--- config.mk ---
export PLATFORM = sky130hd
export DESIGN_NAME = tmr_resync_ctrl
export DESIGN_NICKNAME = d
export VERILOG_FILES = /design/src/rtl/tmr_pkg.sv /design/src/rtl/tmr_resync_mux.sv /design/src/rtl/tmr_resync_ctrl.sv
export SDC_FILE = /design/constraint.sdc
export NUM_CORES = 1
export LEC_CHECK = 0
export CAP_MARGIN = 20
export CORE_ASPECT_RATIO = 0.9
export CORE_MARGIN = 2
export CORE_UTILIZATION = 37
export DETAILED_ROUTE_END_ITERATION = 8
export MAX_ROUTING_LAYER = met4
export PLACE_DENSITY = 0.87
export SLEW_MARGIN = 20
export SYNTH_ARGS = -nofsm -noshare
export SYNTH_HDL_FRONTEND = slang
export SYNTH_SLANG_ARGS = --single-unit
--- constraint.sdc ---
create_clock -name clk -period 5.7 [get_ports clk]
set_clock_uncertainty 0.15 [all_clocks]
set_input_delay 1.425 -clock clk [delete_from_list [all_inputs] [get_ports clk]]
set_output_delay 1.425 -clock clk [all_outputs]
set_load 0.02 [all_outputs]
--- src/rtl/tmr_pkg.sv ---
// Shared TMR definitions: recovery FSM states, voter flag bit positions, core indices and helpers.
package tmr_pkg;

   typedef enum logic [2:0] {
      StIdle,
      StConfirm,
      StHold,
      StCopy,
      StPcload,
      StRelease,
      StFatal
   } tmr_state_e;

   localparam int unsigned VsBitA = 0;
   localparam int unsigned VsBitB = 1;
   localparam int unsigned VsBitC = 2;

   localparam logic [1:0] CoreA = 2'd0;
   localparam logic [1:0] CoreB = 2'd1;
   localparam logic [1:0] CoreC = 2'd2;

   function automatic logic is_onehot3(input logic [2:0] v);
      return (v != 3'b000) && ((v & (v - 3'b001)) == 3'b000);
   endfunction

   // 1=A, 2=B, 3=C, 0=none
   function automatic logic [1:0] onehot_to_code(input logic [2:0] v);
      logic [1:0] code;
      code = 2'd0;
      if (v[VsBitA])      code = 2'd1;
      else if (v[VsBitB]) code = 2'd2;
      else if (v[VsBitC]) code = 2'd3;
      return code;
   endfunction

endpackage

--- src/rtl/tmr_resync_mux.sv ---
// Donor selection for a given victim, and the donor read-data mux feeding the victim write port.
module tmr_resync_mux
   import tmr_pkg::*;
#(
   parameter int unsigned XLEN = 32
) (
   input  logic [2:0]      victim_i,
   input  logic [1:0]      donor_i,
   input  logic [XLEN-1:0] rd_data_a_i,
   input  logic [XLEN-1:0] rd_data_b_i,
   input  logic [XLEN-1:0] rd_data_c_i,
   output logic [1:0]      donor_sel_o,
   output logic [XLEN-1:0] wr_data_o
);

   always_comb begin
      donor_sel_o = victim_i[VsBitA] ? CoreB : CoreA;
      case (donor_i)
         CoreA:   wr_data_o = rd_data_a_i;
         CoreB:   wr_data_o = rd_data_b_i;
         CoreC:   wr_data_o = rd_data_c_i;
         default: wr_data_o = '0;
      endcase
   end

endmodule

--- src/rtl/tmr_resync_ctrl.sv ---
// TMR recovery engine: confirms a single outvoted core, copies the register file from a donor,
// reloads the voted PC and releases the cores. Optional TMR_RESYNC_LOG_EN adds diagnostic ports.
module tmr_resync_ctrl
   import tmr_pkg::*;
#(
   parameter int unsigned XLEN           = 32,
   parameter int unsigned NUM_REGS       = 32,
   parameter int unsigned CONFIRM_CYCLES = 2,
   parameter int unsigned CNT_W          = 8
) (
   input  logic             clk,
   input  logic             rst_in,
   input  logic [2:0]       voter_state,
   input  logic [XLEN-1:0]  pc_voted,
   output logic [4:0]       rf_rd_addr,
   input  logic [XLEN-1:0]  rf_rd_data_a,
   input  logic [XLEN-1:0]  rf_rd_data_b,
   input  logic [XLEN-1:0]  rf_rd_data_c,
   output logic [2:0]       rf_wr_en,
   output logic [4:0]       rf_wr_addr,
   output logic [XLEN-1:0]  rf_wr_data,
   output logic [2:0]       pc_load,
   output logic [XLEN-1:0]  pc_load_val,
   output logic             core_hold,
   output logic             resync_busy,
   output logic             resync_done,
   output logic             fatal_err,
   output logic [CNT_W-1:0] fault_count
`ifdef TMR_RESYNC_LOG_EN
   ,
   output logic [1:0]       last_victim,
   output logic [2:0]       fatal_state
`endif
);

   localparam int unsigned CfW     = $clog2(CONFIRM_CYCLES + 1);
   localparam logic [4:0]  LastIdx = 5'(NUM_REGS - 1);

   tmr_state_e       state_q, state_d;
   logic [CfW-1:0]   cnt_q, cnt_d;
   logic [2:0]       victim_q, victim_d;
   logic [1:0]       donor_q, donor_d;
   logic [XLEN-1:0]  pc_q, pc_d;
   logic [4:0]       idx_q, idx_d;
   logic [CNT_W-1:0] fcnt_q, fcnt_d;
   logic [1:0]       donor_sel;
   logic [XLEN-1:0]  mux_data;
   logic             multi;
`ifdef TMR_RESYNC_LOG_EN
   logic [1:0]       last_victim_q, last_victim_d;
   logic [2:0]       fatal_state_q, fatal_state_d;
`endif

   tmr_resync_mux #(
      .XLEN(XLEN)
   ) u_mux (
      .victim_i   (victim_q),
      .donor_i    (donor_q),
      .rd_data_a_i(rf_rd_data_a),
      .rd_data_b_i(rf_rd_data_b),
      .rd_data_c_i(rf_rd_data_c),
      .donor_sel_o(donor_sel),
      .wr_data_o  (mux_data)
   );

   assign multi = (voter_state != 3'b000) && !is_onehot3(voter_state);

   always_comb begin
      state_d  = state_q;
      cnt_d    = cnt_q;
      victim_d = victim_q;
      donor_d  = donor_q;
      pc_d     = pc_q;
      idx_d    = idx_q;
      fcnt_d   = fcnt_q;
`ifdef TMR_RESYNC_LOG_EN
      last_victim_d = last_victim_q;
      fatal_state_d = fatal_state_q;
`endif
      unique case (state_q)
         StIdle: begin
            if (multi) begin
               state_d = StFatal;
            end else if (voter_state != 3'b000) begin
               victim_d = voter_state;
               cnt_d    = CfW'(1);
               state_d  = (CONFIRM_CYCLES == 1) ? StHold : StConfirm;
            end
         end
         StConfirm: begin
            if (multi) begin
               state_d = StFatal;
            end else if (voter_state == 3'b000) begin
               cnt_d   = '0;
               state_d = StIdle;
            end else if (voter_state == victim_q) begin
               cnt_d = cnt_q + 1'b1;
               if (cnt_q + 1'b1 == CfW'(CONFIRM_CYCLES)) state_d = StHold;
            end else begin
               victim_d = voter_state;
               cnt_d    = CfW'(1);
            end
         end
         StHold: begin
            donor_d = donor_sel;
            pc_d    = pc_voted;
            idx_d   = 5'd1;
            cnt_d   = '0;
            state_d = StCopy;
         end
         StCopy: begin
            // voter_state deliberately ignored while the victim is being rewritten
            if (idx_q == LastIdx) state_d = StPcload;
            else                  idx_d   = idx_q + 5'd1;
         end
         StPcload: state_d = StRelease;
         StRelease: begin
            if (fcnt_q != '1) fcnt_d = fcnt_q + 1'b1;
`ifdef TMR_RESYNC_LOG_EN
            last_victim_d = onehot_to_code(victim_q);
`endif
            state_d = StIdle;
         end
         StFatal: state_d = StFatal;
         default: state_d = StIdle;
      endcase
`ifdef TMR_RESYNC_LOG_EN
      if (state_d == StFatal && state_q != StFatal) fatal_state_d = voter_state;
`endif
   end

   always_ff @(posedge clk) begin
      if (rst_in) begin
         state_q  <= StIdle;
         cnt_q    <= '0;
         victim_q <= '0;
         donor_q  <= '0;
         pc_q     <= '0;
         idx_q    <= '0;
         fcnt_q   <= '0;
`ifdef TMR_RESYNC_LOG_EN
         last_victim_q <= '0;
         fatal_state_q <= '0;
`endif
      end else begin
         state_q  <= state_d;
         cnt_q    <= cnt_d;
         victim_q <= victim_d;
         donor_q  <= donor_d;
         pc_q     <= pc_d;
         idx_q    <= idx_d;
         fcnt_q   <= fcnt_d;
`ifdef TMR_RESYNC_LOG_EN
         last_victim_q <= last_victim_d;
         fatal_state_q <= fatal_state_d;
`endif
      end
   end

   always_comb begin
      core_hold   = 1'b0;
      resync_busy = 1'b0;
      resync_done = 1'b0;
      fatal_err   = 1'b0;
      rf_wr_en    = 3'b000;
      rf_wr_addr  = 5'd0;
      rf_rd_addr  = 5'd0;
      rf_wr_data  = '0;
      pc_load     = 3'b000;
      unique case (state_q)
         StHold: begin
            core_hold   = 1'b1;
            resync_busy = 1'b1;
         end
         StCopy: begin
            core_hold   = 1'b1;
            resync_busy = 1'b1;
            rf_wr_en    = victim_q;
            rf_wr_addr  = idx_q;
            rf_rd_addr  = idx_q;
            rf_wr_data  = mux_data;
         end
         StPcload: begin
            core_hold   = 1'b1;
            resync_busy = 1'b1;
            pc_load     = victim_q;
         end
         StRelease: begin
            core_hold   = 1'b1;
            resync_busy = 1'b1;
            resync_done = 1'b1;
         end
         StFatal: begin
            core_hold = 1'b1;
            fatal_err = 1'b1;
         end
         default: ;
      endcase
   end

   assign pc_load_val = pc_q;
   assign fault_count = fcnt_q;
`ifdef TMR_RESYNC_LOG_EN
   assign last_victim = last_victim_q;
   assign fatal_state = fatal_state_q;
`endif

endmodule

Yosys cells after proc, flatten, opt, wreduce, memory -nomap -nowiden
Index checks and enable logic that the tools add are counted.
- shifts and indexed selects: 0
- bitwise logic cells: 1
- reduce and logical (&&, ||, !) cells: 18
- mux-type cells: 32
- divide/modulo/power cells: 0
- multipliers: 0
- equality and inequality tests: 22
- $add $sub $neg: 4
- order comparisons: 0
- operators by type and width (cell ; number):
    one-hot mux 32 bit (3 select lines) ; 1
    2-to-1 mux 3 bit ; 14
    2-to-1 mux 32 bit ; 1
    one-hot mux 3 bit (6 select lines) ; 1
    inequality test 2 bit, second input constant ; 7
    2-to-1 mux 2 bit ; 5
    2-to-1 mux 5 bit ; 2
    one-hot mux 5 bit (2 select lines) ; 1
    equality test 3 bit, second input constant ; 3
    logical NOT 3 bit ; 3
    adder 8 x 1 -> 8 bit, second input constant ; 1
    inequality test 4 bit, second input constant ; 2
    inequality test 8 bit, second input constant ; 1
    AND reduction 4 bit ; 2
    equality test 3 x 2 -> 1 bit, second input constant ; 2
    one-hot mux 2 bit (3 select lines) ; 1
    one-hot mux 3 bit (2 select lines) ; 1
    AND reduction 6 bit ; 1
    nonzero test 3 bit ; 2
    adder 5 x 1 -> 5 bit, second input constant ; 1
    equality test 5 bit, second input constant ; 1
    2-to-1 mux 1 bit ; 5
    OR reduction 5 bit ; 1
    equality test 2 bit, second input constant ; 2
    other kinds (13) ; 16
- memory bits (read-only): 0
- word-level logic and storage cells: 84
- bits in registers: 55
- output and inout port bits: 92
- latch bits: 0
- memories: 0
- bits in writable memories: 0

Depth between registers and ports, before layout
Gate-level depths: netlist of run 1.
- depth in word-level cells: 8
- gate-level depth with buffers: 8
- depth with buffers taken out: 7

Hierarchy
A second synthesis of run 1 with hierarchy kept.
- cell total of the unflattened synthesis: 429
- area total of the unflattened synthesis: 3530.9 um^2
- by module, submodules not included (module ; cells an instance ; instances ; sequential area each (um^2) ; area each (um^2)):
    tmr_resync_ctrl ; 349 ; 1 ; 1101.1 ; 2725.1
    tmr_resync_mux ; 80 ; 1 ; 0.0 ; 805.8

Worst setup path before layout of run 1
OpenSTA, ideal clock, no wires.
- path type: input-to-output
- from: input rf_rd_data_b[10]
- to: output rf_wr_data[10]
- path slack: 2.346 ns
- required time: 4.125 ns
- buffers on the path: 0
- arrival time: 1.779 ns
- cell stages on the path: 2
- path through: mux2i_1 > nor2_1
- cells in the longest elaborated chain, start to end: 2
- RTL lines (element ; line ; text):
    start: declaration ; tmr_resync_ctrl.sv:17 ; input logic [XLEN-1:0] rf_rd_data_b,
    one-hot mux 32 bit (3 select lines) ; tmr_resync_mux.sv:18 ; case (donor_i)
    2-to-1 mux 32 bit ; tmr_resync_ctrl.sv:170 ; unique case (state_q)
    end: declaration ; tmr_resync_ctrl.sv:21 ; output logic [XLEN-1:0] rf_wr_data,
Every way passes these cells.

Worst setup path after layout of run 1
- from: input rf_rd_data_a[31]
- to: output rf_wr_data[31]
- cells in the longest elaborated chain, start to end: 2
- RTL lines (element ; line ; text):
    start: declaration ; tmr_resync_ctrl.sv:16 ; input logic [XLEN-1:0] rf_rd_data_a,
    one-hot mux 32 bit (3 select lines) ; tmr_resync_mux.sv:18 ;
    2-to-1 mux 32 bit ; tmr_resync_ctrl.sv:170 ;
Every way passes these cells.

==> metrics.md, run 1 <==
| Metric | Value |
|---|---|
| Run status | complete, no violations |
| Max Fclk | 0.2301 GHz |
| CTS Root Cell | clkbuf_8 |
| CTS Buffer Depth | 2 |
| Clk slew on worst S/H paths | 0.10 ns |
| Initial antenna violation count | 0 |
| Vias per cell | 4.994 |
| # fillers | 651 |
| Pin count of the biggest net entering global routing | 49 |
| Fin crit period | 4.345 ns |
| Cell area after synthesis | 2943 µm² |
| Syn Nets | 518 |
| Total power | 0.001336 W |
| Slack of the worst reg-to-reg path | 3.37 ns |
| Placement Cell Area | 4845 µm² |
| NumNets Final | 687 |
| Register-to-Register Path Depth | 8 |
| Hold_buf cts | 0 |
| Worst slew margin relative to its limit | 0.3586 |
| # port buffers | 192 |
| H-tree depth | 2 |
| Peak supply drop | 0.0001470 V |
| Pins Over Slew Limit | 0 |
| CP max stage delay | 0.66 ns |
| Via count | 3226 |
| Horiz. Die Dim | 98.01 µm |
| FF/Latch Area | 1082 µm² |
| Yosys warns | 0 |
| Clock Sinks | 54 |
| Core ar. | 7620 µm² |
| First-pass GRT wire length | 14990 µm |
| Die extent in y | 88.61 µm |
| Yosys reg bits | 54 |
| Synth unique cells | 42 |
| RSZ-0062 raised after global routing | no |
| Overall routing resource usage | 0.2194 |
| Top-area cell type share of the netlist area | 0.3673 |
| Rows | 30 |
| Syn-to-layout area delta | 68.20% |
| Synth Flop Type | dfxtp_1 |
| Worst-path fanout max | 1 |
| Largest cells by area after synthesis | dfxtp_1, mux2i_1, nand2_1 |
| Crit path capture type | primary output |
| Async set or reset register ratio after synthesis | 0 |
| Die area | 8684 µm² |
| Post-route ant nets | 0 |
| Final period utilization | 0.7623 |
| Number of synthesized flops with an enable pin | 0 |
| DRC Markers | 0 |
| Detail Placement HPWL | 7509 µm |
| Setup Fix Bufs, Post-CTS | 0 |
| Post-CTS sizing | 0 |
| Remaining Overflow, GRT | 0 |
| Max Cap Viol | 0 |
| Area leader, netlist | dfxtp_1 |
| Multi-input logic area | 1669 µm² |
| Cells after Synth | 380 |
| Leakage | 1.759 nW |
| Later-pin clock latency in the skew report | 0.30 ns |
| Initial Util | 0.3862 |
| Num CTS Buffers | 5 |
| Cell Chain, Critical Path | clkdlybuf4s50_1 -> mux2i_1 -> nor2_1 -> clkdlybuf4s50_1 |
| Post-synthesis area per instance | 7.744 µm² |
| WL final | 9794 µm |
| CTS tree | built |
| Worst path most repeated cell | clkdlybuf4s50_1 |
| Setup TNS Final | 0 ns |
| PwrDens | 269.9 nW/µm² |
| DRT iter0 DRCs | 149 |
| Worst setup path class | in -> out |
| Final hold vios | 0 |
| Vias in the first global route | 3053 |
| Antenna diode count | 0 |
| Final setup fails | 0 |
| Hold depth | 2 |
| Worst Max-Slew Pin Slew | 0.9621 ns |
| Routed len/inst | 15.16 µm |
| GP Congestion | 0.8225 |
| DR pass1 iterations | 4 |
| Share of cells above drive strength 1 | 0.03636 |
| Worst path required time | 4.12 ns |
| Top-level I/O count | 225 |
| Most common cell after layout, fill and taps aside | clkdlybuf4s50_1 |
| Final instance area | 4950 µm² |
| WP data arrival | 2.77 ns |
| Most frequent cells in the layout | clkdlybuf4s50_1, nand2_1, dfxtp_1, a21oi_1, nor2_1 |
| Slowest cell on crit path | clkdlybuf4s50_1 |
| Register area share after synthesis | 0.3673 |
| Worst min path class | reg -> reg |
| Critical path startpoint category | primary input |
synthesized netlist by cell type, drive strengths merged (5+ instances only):
cell type	instances
nor2	41
mux2i	36
ha	5
o21ai	8
a21oi	44
clkbuf	25
xnor2	5
nand4	5
and3	11
dfxtp	54
buf	9
nand2b	5
xor2	5
inv	6
nand2	76
and2	10
state kept, by name, summed over array words and instances (netlist names):
name,cells
fault_count,8
state_q,3
pc_load_val,32
idx_q,5
cnt_q,2
donor_q,1
victim_q,3
area by class of cell:
class	instances	area share
inverter	7	0.005308
timing repair buffer	196	0.3933
multi-input combinational	285	0.3372
clock inverter	1	0.001769
sequential	54	0.2187
clock buffer	7	0.01946
tap	96	0.02427
per-stage QoR:
step / setup WS [ns] / hold slack (ns) / util / instances
floorplan: 2.346 / 0.3105 / - / 380
global placement: 1.340 / 0.2907 / 0.6358 / 638
detailed placement: 1.332 / 0.2957 / 0.6358 / 638
CTS: 1.330 / 0.3096 / 0.6496 / 646
global route: 1.260 / 0.3254 / 0.6496 / 646
finish: 1.355 / 0.3076 / 0.6496 / 646
critical path: cells and delay by family:
family                 cells  cell delay, ns
buffers and inverters      2            1.12
multiplexers               1            0.09
AND/OR/NAND/NOR            1            0.13
logic make-up (layout without fill, tap and decap cells):
group           after synthesis  count (layout)  synth area share
fa+ha+maj                     6               6           0.02508
simple gates                165             165            0.2530
compound gates               68              68            0.1361
buf+inv                      41             211           0.06632
xor+xnor                     10              10           0.02976
flops                        54              54            0.3673
mux                          36              36            0.1225
where the power goes:
part           switching (W)  total [W]  leakage [nW]  internal [W]
combinational       0.000305   0.000596          1.27      0.000290
clock               0.000124   0.000236        0.0544      0.000112
sequential         0.0000710   0.000505         0.439      0.000434
path summary, 6_finish.rpt:
check | start | to
max | rf_rd_data_a[31] | rf_wr_data[31]
min | pc_load_val[20]$_SDFFE_PP0P_ | pc_load_val[20]$_SDFFE_PP0P_
max reg2reg | idx_q[0]$_SDFFE_PP0P_ | idx_q[3]$_SDFFE_PP0P_
min reg2reg | pc_load_val[20]$_SDFFE_PP0P_ | pc_load_val[20]$_SDFFE_PP0P_
per-layer routing:
layer  global-route usage  vias to the layer above  wire [µm]
met5                    -                        -          0
met4              0.03914                        0        107
met3              0.03555                       10        630
met2               0.4010                      125       4989
met1               0.2599                     1474       4066
li1                     -                     1617          -
(Power assumes the default switching activity.)
==> run 2: changes to the inputs <==
Settings changed: CORE_UTILIZATION 37 to 31, PLACE_DENSITY 0.87 to 0.78.
Clock period 5.7 ns to 3.58 ns, I/O delays scaled along.
==> run 2 against run 1 <==
Non-clock buffer count rose by 4. Sequential power grew 53%. Final cell count is 4.6% higher. Flip-flop and latch count unchanged. Clock power up 76%. Critical endpoint is now rf_wr_addr[4]. Highest routed layer unchanged.
==> metrics.md, run 2 (synthesized netlist as in run 1, its figures left out) <==
| Metric | Value |
|---|---|
| Peak supply drop | 0.0002518 V |
| Fin crit period | 3.265 ns |
| Pins Over Slew Limit | 0 |
| Pint | 0.001377 W |
| Leakage | 1.786 nW |
| Num CTS Buffers | 5 |
| Clock Sinks | 54 |
| Setup Fix Bufs, Post-CTS | 0 |
| H-tree depth | 2 |
| Worst min path class | reg -> reg |
| Slack of the worst reg-to-reg path | 1.21 ns |
| Hold_buf cts | 0 |
| First-pass GRT wire length | 14720 µm |
| Die area | 10290 µm² |
| Final instance area | 5032 µm² |
| P_sw | 0.0008199 W |
| Register share of total power | 0.352 |
| DRT iter0 DRCs | 159 |
| Placed cells | 668 |
| Remaining Overflow, GRT | 0 |
| DR pass1 iterations | 6 |
| Final period utilization | 0.9120 |
| Die extent in y | 96.43 µm |
| NumNets Final | 691 |
| Initial antenna violation count | 0 |
| RSZ-0062 raised after global routing | no |
| Share of cells above drive strength 1 | 0.04332 |
| PwrDens | 436.5 nW/µm² |
| GP Congestion | 0.8908 |
| Worst slew margin relative to its limit | 0.4918 |
| Pin count of the biggest net entering global routing | 36 |
| Final hold vios | 0 |
| Clock Power Share | 0.189 |
| Worst path required time | 2.53 ns |
| # port buffers | 192 |
| Comb pwr share | 0.459 |
| Antenna diode count | 0 |
| Run status | complete, no violations |
| CTS Buffer Depth | 2 |
| Register-to-Register Path Depth | 5 |
| Placement Cell Area | 4920 µm² |
| Max Cap Viol | 0 |
| Hold depth | 2 |
| Later-pin clock latency in the skew report | 0.30 ns |
| Largest register FFs | 32 |
| Routed len/inst | 14.57 µm |
| HP Start | pc_load_val[8]$_SDFFE_PP0P_ |
| RR Startpoint | state_q[1]$_SDFFE_PP0P_ |
| Core ar. | 9166 µm² |
| Syn-to-layout area delta | 71.00% |
| CTS tree | built |
| Initial Util | 0.3210 |
| Worst r2r dst | pc_load_val[22]$_SDFFE_PP0P_ |
| Overall routing resource usage | 0.1819 |
| Most frequent cells in the layout | clkdlybuf4s50_1, nand2_1, dfxtp_1, a21oi_1, nor2_1 |
| Vias in the first global route | 3040 |
| Final non-filler cell total | 676 |
| Most common cell after layout, fill and taps aside | clkdlybuf4s50_1 |
| Max Fclk | 0.3063 GHz |
| Post-CTS sizing | 0 |
| Clk slew on worst S/H paths | 0.10 ns |
| WP data arrival | 2.22 ns |
| WL final | 9847 µm |
| Worst-path fanout max | 17 |
| Critical path startpoint category | flop |
| Post-route ant nets | 0 |
| Vias per cell | 4.805 |
| DRC Markers | 0 |
| Horiz. Die Dim | 106.7 µm |
| Top-level I/O count | 225 |
| Worst setup path class | reg -> out |
| Switching Share | 0.3732 |
| Final setup fails | 0 |
| Detail Placement HPWL | 7580 µm |
| Setup TNS Final | 0 ns |
| End of the worst hold path | pc_load_val[8]$_SDFFE_PP0P_ |
| Worst Max-Slew Pin Slew | 0.7615 ns |
| Rows | 33 |
| Crit path capture type | primary output |
| CTS Root Cell | clkbuf_8 |
| Via count | 3248 |
| Fin util | 0.5490 |
-- run 2: cell count changes in the layout (fill, tap and decap cells not counted), sizes merged --
cell and change:
buf +4, bufinv +1, clkbuf -2, inv +1
-- run 2: stage by stage --
step,total power [W],hold WS [ns],setup WS (ns)
after floorplan,0.001339,0.3105,1.102
after global placement,0.001769,0.2919,0.3200
after detailed placement,0.001791,0.2966,0.3249
after CTS,0.002215,0.3113,0.2912
after global routing,0.002333,0.3301,0.1842
final,0.002197,0.3092,0.3150
-- run 2: cell type report --
class,instances,area [µm²]
clock inverters,3,43.79
clock buffers,5,68.82
inverters,7,26.28
well taps,122,152.6
multi-input cells,285,1669
repair buffers,200,1989
fillers,852,4134
flip-flops and latches,54,1082
-- run 2: how the worst max path moves through the flow --
stage               cells past startpoint                     from  slack [ns]        endpoint
floorplan                               4  donor_q[0]$_SDFFE_PP0P_        1.10  rf_wr_data[12]
global placement                        4          rf_rd_data_b[0]        0.32   rf_wr_data[0]
detailed placement                      4          rf_rd_data_b[0]        0.32   rf_wr_data[0]
CTS                                     3  state_q[1]$_SDFFE_PP0P_        0.29   rf_wr_addr[4]
global route                            3  state_q[1]$_SDFFE_PP0P_        0.18   rf_rd_addr[4]
finish                                  3  state_q[1]$_SDFFE_PP0P_        0.32   rf_wr_addr[4]
-- run 2: metal layers --
| metal | GRT usage | vias up | share of wire |
|---|---|---|---|
| met5 | - | - | 0 |
| met2 | 0.3174 | 134 | 0.48 |
| met4 | 0.02597 | 0 | 0.0024 |
| li1 | - | 1621 | - |
| met3 | 0.04024 | 2 | 0.081 |
| met1 | 0.2224 | 1491 | 0.44 |
-- run 2: power groups by stage --
stage | Sequential, W | Combinational (W) | Clock (W)
after CTS | 0.000772 | 0.00101 | 0.000432
after global placement | 0.000778 | 0.000991 | 0
after floorplan | 0.000829 | 0.000510 | 0
after global routing | 0.000787 | 0.00109 | 0.000453
after detailed placement | 0.000785 | 0.00101 | 0
final | 0.000772 | 0.00101 | 0.000416
-- run 2: worst max-delay path, cell delays in order (launching register included) --
cell	delay [ns]
dfxtp_1	0.67
and3b_1	0.41
and2_1	0.23
clkdlybuf4s50_1	0.62
==> run 3: changes to the inputs <==
Settings changed: CORE_MARGIN 2 to default.
==> run 3 against run 2 <==
Flip-flop and latch count did not move. Non-clock buffer count did not move. Critical path type unchanged. Largest power group unchanged. Via count fell by 0.34%. Utilization fell by 0.29 points. Combinational power barely moved. Largest cell class unchanged. Wire length fell by 0.59%. Fmax fell by 1.3%.
==> metrics.md, run 3 (synthesized netlist as in run 1, its figures left out) <==
| Metric | Value |
|---|---|
| RSZ-0062 raised after global routing | no |
| RR Startpoint | idx_q[0]$_SDFFE_PP0P_ |
| Post-route ant nets | 0 |
| Worst r2r dst | idx_q[3]$_SDFFE_PP0P_ |
| Rows | 33 |
| Syn-to-layout area delta | 70.11% |
| CTS Buffer Depth | 2 |
| CP max stage delay | 0.67 ns |
| Later-pin clock latency in the skew report | 0.30 ns |
| H-tree depth | 2 |
| Pin count of the biggest net entering global routing | 37 |
| Most common cell after layout, fill and taps aside | clkdlybuf4s50_1 |
| Pins Over Slew Limit | 0 |
| Worst-path fanout max | 17 |
| Num CTS Buffers | 5 |
| Top-level I/O count | 225 |
| Crit path capture type | primary output |
| Detail Placement HPWL | 7461 µm |
| Final setup fails | 0 |
| DR top layer | met4 |
| DRT iter0 DRCs | 136 |
| Max Cap Viol | 0 |
| Worst Max-Slew Pin Slew | 0.5682 ns |
| Post-CTS sizing | 0 |
| Max Fclk | 0.3024 GHz |
| NumNets Final | 691 |
| Clock Sinks | 54 |
| Most frequent cells in the layout | clkdlybuf4s50_1, nand2_1, dfxtp_1, a21oi_1, nor2_1 |
| Remaining Overflow, GRT | 0 |
| CTS tree | built |
| CP startpoint | state_q[1]$_SDFFE_PP0P_ |
| # fillers | 866 |
| Clk slew on worst S/H paths | 0.10 ns |
| WL final | 9789 µm |
| Share of cells above drive strength 1 | 0.04152 |
| Vias in the first global route | 2981 |
| Worst slew margin relative to its limit | 0.6160 |
| Hold_buf cts | 0 |
| Cell Chain, Critical Path | and3b_1 -> and2_1 -> clkdlybuf4s50_1 |
| Register-to-Register Path Depth | 8 |
| WP data arrival | 2.26 ns |
| Initial Util | 0.3210 |
| Vias per cell | 4.788 |
| Slack of the worst reg-to-reg path | 1.24 ns |
| Via count | 3237 |
| Worst min path class | reg -> reg |
| Slowest cell on crit path | dfxtp_1 |
| Final hold vios | 0 |
| Setup Fix Bufs, Post-CTS | 0 |
| Final period utilization | 0.9238 |
| Met1 Wirelength | 4368 µm |
| DRC Markers | 0 |
| Largest register FFs | 32 |
| Worst setup path class | reg -> out |
| DR pass1 iterations | 4 |
| Die area | 9887 µm² |
| Setup TNS Final | 0 ns |
| CP Capture Point | rf_wr_addr[4] |
| # port buffers | 192 |
| Die extent in y | 94.43 µm |
| Met3 routed WL | 636 µm |
| Met2 wire length | 4704 µm |
| Routed len/inst | 14.48 µm |
| Antenna diode count | 0 |
| Core ar. | 9166 µm² |
| Horiz. Die Dim | 104.7 µm |
| GP Congestion | 0.8424 |
| Leakage | 1.773 nW |
| Overall routing resource usage | 0.1914 |
| First-pass GRT wire length | 14850 µm |
| Critical path startpoint category | flop |
| Fin crit period | 3.307 ns |
| Initial antenna violation count | 0 |
| CTS Root Cell | clkbuf_8 |
| PwrDens | 422.9 nW/µm² |
| Worst path required time | 2.53 ns |
| Run status | complete, no violations |
| Hold slack | 0.3105 ns |
| Peak supply drop | 0.0002193 V |
[run 3: cell count changes in the layout (fill, tap and decap cells not counted)]
| cell | delta |
|---|---|
| bufinv_16 | -1 |
| clkbuf_1 | +1 |
| clkinv_4 | +1 |
| inv_6 | -1 |
[run 3: final cells by class]
class / count / area [µm²] / share of cell area
clock inverter: 2 / 13.76 / 0.002749
timing repair buffer: 200 / 1989 / 0.3974
tap: 122 / 152.6 / 0.03049
inverter: 7 / 26.28 / 0.005249
clock buffer: 6 / 72.57 / 0.01450
multi-input combinational: 285 / 1669 / 0.3334
sequential: 54 / 1082 / 0.2162
[run 3: through the flow]
step                      total power, W  std cells  worst slack (ns)  cell area [µm²]    util
after floorplan                 0.001339        380             1.102             2943       -
after global placement          0.001767        668            0.3024             4920  0.5367
after detailed placement        0.001790        668            0.3007             4920  0.5367
after CTS                       0.002135        676            0.2807             5006  0.5461
after global routing            0.002251        676            0.1373             5006  0.5461
final                           0.002117        676            0.2727             5006  0.5461
[run 3: how the worst min path moves through the flow]
stage,endpoint,depth (start not counted),from
floorplan,idx_q[4]$_SDFFE_PP0P_,2,idx_q[4]$_SDFFE_PP0P_
global placement,pc_load_val[12]$_SDFFE_PP0P_,2,pc_load_val[12]$_SDFFE_PP0P_
detailed placement,pc_load_val[21]$_SDFFE_PP0P_,2,pc_load_val[21]$_SDFFE_PP0P_
CTS,pc_load_val[21]$_SDFFE_PP0P_,2,pc_load_val[21]$_SDFFE_PP0P_
global route,pc_load_val[30]$_SDFFE_PP0P_,2,pc_load_val[30]$_SDFFE_PP0P_
finish,pc_load_val[17]$_SDFFE_PP0P_,2,pc_load_val[17]$_SDFFE_PP0P_
[run 3: routing by layer]
| metal | GRT usage | vias to the layer above |
|---|---|---|
| li1 | - | 1621 |
| met1 | 0.2308 | 1481 |
| met2 | 0.3344 | 129 |
| met3 | 0.04003 | 6 |
| met4 | 0.03404 | 0 |
| met5 | - | - |
[run 3: report_power, final]
part / leakage [nW] / switching [W] / internal [W]
Sequential: 0.439 / 0.0000817 / 0.000690
Clock: 0.0452 / 0.000199 / 0.000139
Combinational: 1.29 / 0.000532 / 0.000476
[run 3: critical path: cells and delay by family (launching register included)]
family	cells	cell delay, ns
flip-flops	1	0.67
AND/OR/NAND/NOR	2	0.67
buffers and inverters	1	0.63
